--- config.mk ---
export PLATFORM = sky130hd
export DESIGN_NAME = key_recorder
export DESIGN_NICKNAME = d
export VERILOG_FILES = /design/src/rtl/piano_pkg.sv /design/src/rtl/rec_buffer.sv /design/src/rtl/key_recorder.sv
export SDC_FILE = /design/constraint.sdc
export NUM_CORES = 1
export LEC_CHECK = 0
export ABC_AREA = 0
export BUFFER_PORTS_ARGS = -buffer_cell sky130_fd_sc_hd__buf_2
export CAP_MARGIN = 20
export CELL_PAD_IN_SITES_DETAIL_PLACEMENT = 1
export CELL_PAD_IN_SITES_GLOBAL_PLACEMENT = 1
export CORE_MARGIN = 2
export CORE_UTILIZATION = 55
export CTS_BUF_LIST = sky130_fd_sc_hd__clkbuf_4 sky130_fd_sc_hd__clkbuf_8
export DETAILED_ROUTE_END_ITERATION = 16
export GPL_ROUTABILITY_DRIVEN = 1
export PLACE_DENSITY = 0.94
export RECOVER_POWER = 50
export SYNTH_ARGS = -nofsm -noshare
export SYNTH_HDL_FRONTEND = slang
export SYNTH_SLANG_ARGS = --single-unit
--- constraint.sdc ---
create_clock -name clk -period 5.7 [get_ports clk]
set_input_delay 1.14 -clock clk [delete_from_list [all_inputs] [get_ports clk]]
set_output_delay 1.14 -clock clk [all_outputs]
set_load 0.005 [all_outputs]
--- src/rtl/piano_pkg.sv ---
// Shared widths, the stored segment record and the recorder FSM states.
package piano_pkg;

  localparam int NOTE_W = 4;
  localparam int DUR_W  = 8;
  localparam int SEG_W  = 1 + NOTE_W + DUR_W;

  typedef struct packed {
    logic              on;
    logic [NOTE_W-1:0] note;
    logic [DUR_W-1:0]  dur;
  } seg_t;

  typedef enum logic [1:0] {
    IDLE,
    RECORD,
    PLAY
  } state_t;

endpackage

--- src/rtl/rec_buffer.sv ---
// Segment store: one register per entry, synchronous write, combinational read.
module rec_buffer
  import piano_pkg::*;
#(
  parameter int DEPTH  = 32,
  parameter int ADDR_W = (DEPTH > 1) ? $clog2(DEPTH) : 1
) (
  input  logic              clk,
  input  logic              i_wr_en,
  input  logic [ADDR_W-1:0] i_wr_addr,
  input  seg_t              i_wr_data,
  input  logic [ADDR_W-1:0] i_rd_addr,
  output seg_t              o_rd_data
);

  seg_t r_mem [DEPTH];

  genvar gi;
  generate
    for (gi = 0; gi < DEPTH; gi++) begin : g_entry
      always_ff @(posedge clk) begin
        if (i_wr_en && (i_wr_addr == ADDR_W'(gi))) begin
          r_mem[gi] <= i_wr_data;
        end
      end
    end
  endgenerate

  assign o_rd_data = r_mem[i_rd_addr];

endmodule

--- src/rtl/key_recorder.sv ---
// Records {on, note, duration} segments from the keyboard and plays them back
// to the buzzer; durations are counted in TICK_DIV-cycle ticks, capped at 255.
module key_recorder
  import piano_pkg::*;
#(
  parameter int TICK_DIV = 1000000,
  parameter int DEPTH    = 32
) (
  input  logic              clk,
  input  logic              rst,
  input  logic              rec_start,
  input  logic              play_start,
  input  logic              stop,
  input  logic [NOTE_W-1:0] key_in,
  input  logic              key_in_on,
  output logic [NOTE_W-1:0] key_out,
  output logic              key_out_on,
  output logic              recording,
  output logic              playing,
  output logic              full,
  output logic [5:0]        count
);

  localparam int CNT_W  = (TICK_DIV > 1) ? $clog2(TICK_DIV) : 1;
  localparam int ADDR_W = (DEPTH > 1) ? $clog2(DEPTH) : 1;

  state_t             r_state, w_state_next;
  seg_t               r_seg, w_seg_next;
  logic [CNT_W-1:0]   r_tick_cnt;
  logic [5:0]         r_count, w_count_next;
  logic               r_full, w_full_next;
  logic [ADDR_W-1:0]  r_idx, w_idx_next;
  logic [DUR_W-1:0]   r_rem, w_rem_next;
  logic [NOTE_W-1:0]  r_key_out, w_key_out_next;
  logic               r_key_out_on, w_key_out_on_next;
  logic               r_recording, r_playing;

  logic               w_tick, w_tick_clr, w_wr_en, w_change;
  logic [NOTE_W-1:0]  w_in_note;
  logic [DUR_W-1:0]   w_dur_eff;
  logic [ADDR_W-1:0]  w_rd_addr;
  seg_t               w_wr_data, w_rd_data;

  assign w_tick    = (r_tick_cnt == CNT_W'(TICK_DIV - 1));
  assign w_in_note = key_in_on ? key_in : '0;
  assign w_change  = ({key_in_on, w_in_note} != {r_seg.on, r_seg.note});
  // A tick on the closing edge still belongs to the segment being closed.
  assign w_dur_eff = r_seg.dur + DUR_W'(w_tick);

  rec_buffer #(.DEPTH(DEPTH), .ADDR_W(ADDR_W)) u_buf (
    .clk       (clk),
    .i_wr_en   (w_wr_en),
    .i_wr_addr (r_count[ADDR_W-1:0]),
    .i_wr_data (w_wr_data),
    .i_rd_addr (w_rd_addr),
    .o_rd_data (w_rd_data)
  );

  always_comb begin
    w_state_next      = r_state;
    w_seg_next        = r_seg;
    w_count_next      = r_count;
    w_full_next       = r_full;
    w_idx_next        = r_idx;
    w_rem_next        = r_rem;
    w_key_out_next    = r_key_out;
    w_key_out_on_next = r_key_out_on;
    w_tick_clr        = 1'b0;
    w_wr_en           = 1'b0;
    w_wr_data         = '{on: r_seg.on, note: r_seg.note, dur: w_dur_eff};
    w_rd_addr         = r_idx + ADDR_W'(1);
    case (r_state)
      IDLE: begin
        w_rd_addr = '0;
        if (stop) begin
          w_state_next = IDLE;
        end else if (rec_start) begin
          w_count_next = '0;
          w_full_next  = 1'b0;
          w_seg_next   = '{on: key_in_on, note: w_in_note, dur: '0};
          w_tick_clr   = 1'b1;
          w_state_next = RECORD;
        end else if (play_start && (r_count != '0)) begin
          w_idx_next        = '0;
          w_key_out_next    = w_rd_data.note;
          w_key_out_on_next = w_rd_data.on;
          w_rem_next        = w_rd_data.dur;
          w_tick_clr        = 1'b1;
          w_state_next      = PLAY;
        end
      end
      RECORD: begin
        w_seg_next.dur = w_dur_eff;
        if (stop || w_change || (w_dur_eff == '1)) begin
          w_seg_next = '{on: key_in_on, note: w_in_note, dur: '0};
          w_tick_clr = 1'b1;
          if (w_dur_eff != '0) begin
            w_wr_en      = 1'b1;
            w_count_next = r_count + 6'd1;
            if (w_count_next == 6'(DEPTH)) begin
              w_full_next  = 1'b1;
              w_state_next = IDLE;
            end
          end
          if (stop) begin
            w_state_next = IDLE;
          end
        end
      end
      PLAY: begin
        if (stop) begin
          w_key_out_next    = '0;
          w_key_out_on_next = 1'b0;
          w_state_next      = IDLE;
        end else if (w_tick) begin
          if (r_rem == DUR_W'(1)) begin
            if (6'(r_idx) == (r_count - 6'd1)) begin
              w_key_out_next    = '0;
              w_key_out_on_next = 1'b0;
              w_state_next      = IDLE;
            end else begin
              w_idx_next        = r_idx + ADDR_W'(1);
              w_key_out_next    = w_rd_data.note;
              w_key_out_on_next = w_rd_data.on;
              w_rem_next        = w_rd_data.dur;
              w_tick_clr        = 1'b1;
            end
          end else begin
            w_rem_next = r_rem - DUR_W'(1);
          end
        end
      end
      default: w_state_next = IDLE;
    endcase
  end

  always_ff @(posedge clk or posedge rst) begin
    if (rst) begin
      r_state      <= IDLE;
      r_seg        <= '0;
      r_tick_cnt   <= '0;
      r_count      <= '0;
      r_full       <= 1'b0;
      r_idx        <= '0;
      r_rem        <= '0;
      r_key_out    <= '0;
      r_key_out_on <= 1'b0;
      r_recording  <= 1'b0;
      r_playing    <= 1'b0;
    end else begin
      r_state      <= w_state_next;
      r_seg        <= w_seg_next;
      r_tick_cnt   <= (w_tick_clr || w_tick) ? '0 : r_tick_cnt + CNT_W'(1);
      r_count      <= w_count_next;
      r_full       <= w_full_next;
      r_idx        <= w_idx_next;
      r_rem        <= w_rem_next;
      r_key_out    <= w_key_out_next;
      r_key_out_on <= w_key_out_on_next;
      r_recording  <= (w_state_next == RECORD);
      r_playing    <= (w_state_next == PLAY);
    end
  end

  assign key_out    = r_key_out;
  assign key_out_on = r_key_out_on;
  assign recording  = r_recording;
  assign playing    = r_playing;
  assign full       = r_full;
  assign count      = r_count;

endmodule

## Word-level counts from Yosys, hierarchy flattened

Memories as Yosys holds them, arrays and structs flattened.
Cells that the tools add are included.

- Memories kept: 1
- RAM bits: 416
- Output and inout bits: 14
- Bits in registers: 62

- Multiplexer cells: 231
- Reduce and logical (&&, ||, !) cells: 80
- Add/subtract/negate cells: 6
- Equality and inequality tests: 55

Memory list:

| memory | depth | bits a word | read ports | clocked after Yosys merged registers in | write ports | line | RTL |
|---|---|---|---|---|---|---|---|
| u_buf.r_mem | 32 | 13 | 1 | 0 | 1 | rec_buffer.sv:16 | `seg_t r_mem [DEPTH];` |

Operators with widths:

| operator | count |
|---|---|
| 13-bit 2-to-1 mux | 34 |
| 13-bit OR reduction | 31 |
| 5-bit 2-to-1 mux | 39 |
| 1-bit 2-to-1 mux | 118 |
| 5-bit == test, second input constant | 16 |
| 8-bit 2-to-1 mux | 7 |
| 5-bit by 4-bit == test with 1-bit output, second input constant | 8 |
| 1-bit logical AND | 33 |
| 4-bit 2-to-1 mux | 8 |
| 13-bit one-hot mux with 2 select lines | 1 |
| 6-bit 2-to-1 mux | 4 |
| 2-bit 2-to-1 mux | 11 |
| 2-bit inequality test, second input constant | 11 |
| 20-bit by 1-bit adder with 20-bit output, second input constant | 1 |
| 20-bit == test, second input constant | 1 |
| 5-bit by 3-bit == test with 1-bit output, second input constant | 4 |
| 20-bit 2-to-1 mux | 1 |
| 8-bit one-hot mux with 2 select lines | 1 |
| 6-bit one-hot mux with 2 select lines | 1 |
| 6-bit AND reduction | 2 |
| 5-bit by 2-bit == test with 1-bit output, second input constant | 2 |
| 5-bit one-hot mux with 2 select lines | 1 |
| 3-bit inequality test, second input constant | 3 |
| 8-bit by 1-bit adder with 8-bit output | 1 |
| other kinds (27) | 33 |

## Longest topological paths before layout

- Word-level depth: 41
- Depth in mapped cells: 16
- Gate-level depth less buffers: 14

## Hierarchy

Synthesis repeated with hierarchy kept, for this count alone.

- Cells, all modules: 1,345
- Area, all modules: 20,230.7 µm²

By module, submodules not included:

| module | cells each | area an instance (µm²) | sequential area each (µm²) | times used |
|---|---|---|---|---|
| rec_buffer | 928 | 16,470.8 | 12,492.0 | 1 |
| key_recorder | 417 | 3,759.9 | 1,551.5 | 1 |

## Least setup slack after synthesis

OpenSTA, ideal clock, no wires.

- Path type: register -> register
- From: register r_tick_cnt[0]
- To: memory u_buf.r_mem[25][0] (netlist bit) (enable)
- Cell stages (with the launch flop): 14
- Buffers on the path: 2
- Data arrival time: 4.362 ns
- Data required time: 5.300 ns
- Library setup time: 0.400 ns
- Period minus slack after synthesis: 4.761 ns
- Slack: 0.939 ns
- Cell sequence: dfrtp_1 > ha_1 > and3_1 > and3_1 > and4_1 > buf_2 > ha_1 > ha_1 > nand4_1 > or2_1 > or4_1 > a2bb2oi_1 > buf_2 > nor3_1

RTL lines:

| item | line | RTL |
|---|---|---|
| start, declared | key_recorder.sv:29 | `logic [CNT_W-1:0] r_tick_cnt;` |
| start signal, assigned | key_recorder.sv:153 | `r_tick_cnt <= (w_tick_clr \|\| w_tick) ? '0 : r_tick_cnt + CNT_W'(1);` |
| end, declared | rec_buffer.sv:16 |  |

==> impl_metrics.env <==
export IMPL_synth_top_cell_by_area="sky130_fd_sc_hd__edfxtp_1"
export IMPL_critical_path_startpoint_type="register"
export IMPL_netlist_top_cells_area="sky130_fd_sc_hd__edfxtp_1, sky130_fd_sc_hd__dfrtp_1, sky130_fd_sc_hd__nand2_1"
export IMPL_fp_coreArea_um2=36600
export IMPL_worst_clock_skew_ns=0.0369
export IMPL_synth_largest_type_area_fraction_pct=61.2
export IMPL_grt_max_degree=63
export IMPL_post_cts_resize_count=0
export IMPL_timing_setup_tns_ns=0
export IMPL_hold_path_endpoint="r_tick_cnt[0]"
export IMPL_clk_pin_slew_worst_paths_ns=0.06
export IMPL_crit_path_max_fanout=34
export IMPL_grt_overflow=0
export IMPL_detailed_place_hpwl_um=40300
export IMPL_synth_cell_type_count=80
export IMPL_totalWireLength_um=66500
export IMPL_drt_first_iter_violations=2116
export IMPL_cts_hold_fix_buffers=0
export IMPL_detailed_place_area_um2=21100
export IMPL_rsz_0062_raised_after_global_routing="no"
export IMPL_timing_final_crit_share_pct=89.9
export IMPL_share_of_flip_flops_with_an_asynchronous_set_or_reset_pct=13.0
export IMPL_via_total_after_detailed_routing=14421
export IMPL_static_leakage_power_nw=7.38
export IMPL_hold_class="register to register"
export IMPL_reg2reg_from="r_tick_cnt[0]"
export IMPL_hold_path_cell_cnt=1
export IMPL_cts_made_buffers=78
export IMPL_port_buffers=23
export IMPL_synth_ff_type="sky130_fd_sc_hd__edfxtp_1"
export IMPL_critPathCaptureType="register"
export IMPL_initial_util_pct=55.7
export IMPL_cts_max_path_buffers=3
export IMPL_ant_nets=0
export IMPL_hold_viol_final=0
export IMPL_global_route_wire_length_before_repair_um=97800
export IMPL_postSynthRegisterBits=478
export IMPL_worstPathArrival_ns=5.54
export IMPL_wl_per_cell_um=32.6
export IMPL_fp_dieArea_um2=38700
export IMPL_slew_headroom_pct=-151
export IMPL_worstSkewPairLatency_ns=0.67
export IMPL_netlist_instances=1453
export IMPL_number_of_enable_type_register_cells_in_the_synthesized_netlist=416
export IMPL_clock_root_buffer="sky130_fd_sc_hd__clkbuf_8"
export IMPL_powerDensity_nw_per_um2=333
export IMPL_max_cap_violations=10
export IMPL_worst_slew_pin_transition_ns=3.76
export IMPL_first_global_vias=14942
export IMPL_finalWeightedCongestion=0.879
export IMPL_r2r_setup_slack_ns=0.57
export IMPL_syn_mean_instance_area_um2=14.0
export IMPL_hold_slack_ns=0.501
export IMPL_syn_num_nets=1476
export IMPL_syn2layout_area_growth_pct=10.9
export IMPL_critical_path_required_ns=6.11
export IMPL_chipWidth_um=197
export IMPL_nNetsFinal=1534
export IMPL_antennaDiodeCount=0
export IMPL_r2r_worst_path_cells=14
export IMPL_total_setup_buffers_inserted_after_cts=0
export IMPL_outcome="finished with violations"
export IMPL_drv_slew=369
export IMPL_yosysWarningCount=0
export IMPL_h_tree_depth=3
export IMPL_terminus_of_the_critical_flop_to_flop_path="u_buf.r_mem[13][0]"
export IMPL_detail_route_vias_per_cell=7.06
export IMPL_peak_supply_drop_mv=0.271
export IMPL_rows=70
export IMPL_min_delay_start="r_tick_cnt[0]"
export IMPL_layout_drive_gt1_share_pct=15.8
export IMPL_max_freq_mhz=195
export IMPL_synth_sequential_area_ratio_pct=68.8
export IMPL_final_cell_mix="sky130_fd_sc_hd__edfxtp_1, sky130_fd_sc_hd__nand2_1, sky130_fd_sc_hd__clkbuf_8"
export IMPL_globalRouteTotalUtil_pct=34.9
export IMPL_finalSetupViolations=0
export IMPL_failed_checks="capacitance limit, slew limit"
export IMPL_drc=0
export IMPL_clock_sink_count=478
export IMPL_antenna_found_initial=0
export IMPL_final_cell_area_um2=22600
export IMPL_io_pin_count=24
export IMPL_crit_path_kind="register to register"
export IMPL_drt_pre_antenna_iters=6
export IMPL_die_height_um=197
export IMPL_min_period_ns=5.13
export IMPL_mappedNetlistArea_um2=20400
export IMPL_final_common_cell="sky130_fd_sc_hd__edfxtp_1"
export IMPL_total_power_mw=7.54
export IMPL_tritoncts="done"
-- worst max-delay path, cell delays in order, from the launching register on --
cell	delay, ns
sky130_fd_sc_hd__dfrtp_1	0.41
sky130_fd_sc_hd__ha_1	0.23
sky130_fd_sc_hd__and3_1	0.22
sky130_fd_sc_hd__and3_1	0.22
sky130_fd_sc_hd__and4_1	0.21
sky130_fd_sc_hd__ha_1	0.21
sky130_fd_sc_hd__ha_1	0.31
sky130_fd_sc_hd__buf_4	0.30
sky130_fd_sc_hd__a2111oi_0	0.56
sky130_fd_sc_hd__nand4_1	0.34
sky130_fd_sc_hd__a2bb2oi_1	0.68
sky130_fd_sc_hd__buf_4	0.31
sky130_fd_sc_hd__nand3b_1	0.37
sky130_fd_sc_hd__nor2_1	0.25
sky130_fd_sc_hd__buf_4	0.25
-- logic make-up after synthesis --
family	count (synthesis)	share of synthesized area, %
DFF	478	68.8
and+or+nand+nor	425	10.2
AOI/OAI and AO/OA	307	11.0
buffers and inverters	123	2.48
muxes	70	5.05
xor gates and xnor gates	37	1.62
adders and majority gates	13	0.797
-- stage by stage --
step | instances | worst slack [ns] | utilization, %
final | 2042 | 0.573 | 61.8
after global routing | 2042 | 0.263 | 61.8
after CTS | 2031 | 0.471 | 61.8
after detailed placement | 1888 | 0.562 | 57.7
after global placement | 1888 | 0.913 | 57.7
after floorplan | 1453 | 0.939 | -
-- flip-flops by register name, summed over array words and instances, names as in the netlist --
| register | flops |
|---|---|
| u_buf.r_mem | 416 |
| r_tick_cnt | 20 |
| r_seg | 13 |
| r_rem | 8 |
| count | 6 |
| r_idx | 5 |
| key_out | 4 |
| r_state | 2 |
| full | 1 |
| key_out_on | 1 |
| playing | 1 |
| recording | 1 |
-- power by group --
group	internal (mW)	total, mW	switching [mW]
clock network	1.50	2.96	1.47
registers	3.88	4.00	0.115
logic	0.186	0.587	0.401
total	5.56	7.54	1.98
-- Yosys cell counts (all sizes together), types with 18 or more instances --
library cell and instances:
nand2 147, inv 25, nand4 20, a21oi 37, xnor2 18, mux2i 31
xor2 19, clkbuf 58, nor3 24, o221ai 25, mux4 24, edfxtp 416
buf 40, nor2 82, o21ai 51, o22ai 18, nand3 65, a221oi 18
o211ai 20, dfrtp 62
-- cell type report --
cell class                 count  area [µm²]
inverter                      25        93.8
timing repair buffer          76         488
multi-input combinational    852        5920
clock buffer                 100        1240
clock inverter                43         258
fill                        3491       14000
sequential                   478       14000
tap                          468         586
-- metal layers --
layer	global-route usage [%]	wire (µm)	share of wire, %
met5	0	0	0
met4	17.7	3590	5.4
met2	55.9	31700	48
met1	45.1	23600	36
met3	8.28	7520	11
-- worst max path at each step --
| stage | start | endpoint | slack [ns] |
|---|---|---|---|
| finish | r_tick_cnt[0] | u_buf.r_mem[13][0] | 0.57 |
| global route | r_tick_cnt[0] | u_buf.r_mem[13][0] | 0.26 |
| CTS | r_tick_cnt[0] | u_buf.r_mem[14][7] | 0.47 |
| detailed placement | r_tick_cnt[0] | u_buf.r_mem[14][10] | 0.56 |
| global placement | r_tick_cnt[0] | u_buf.r_mem[14][7] | 0.91 |
| floorplan | r_tick_cnt[0] | u_buf.r_mem[25][0] | 0.94 |
Note: power is estimated with default switching activity, not from simulation.
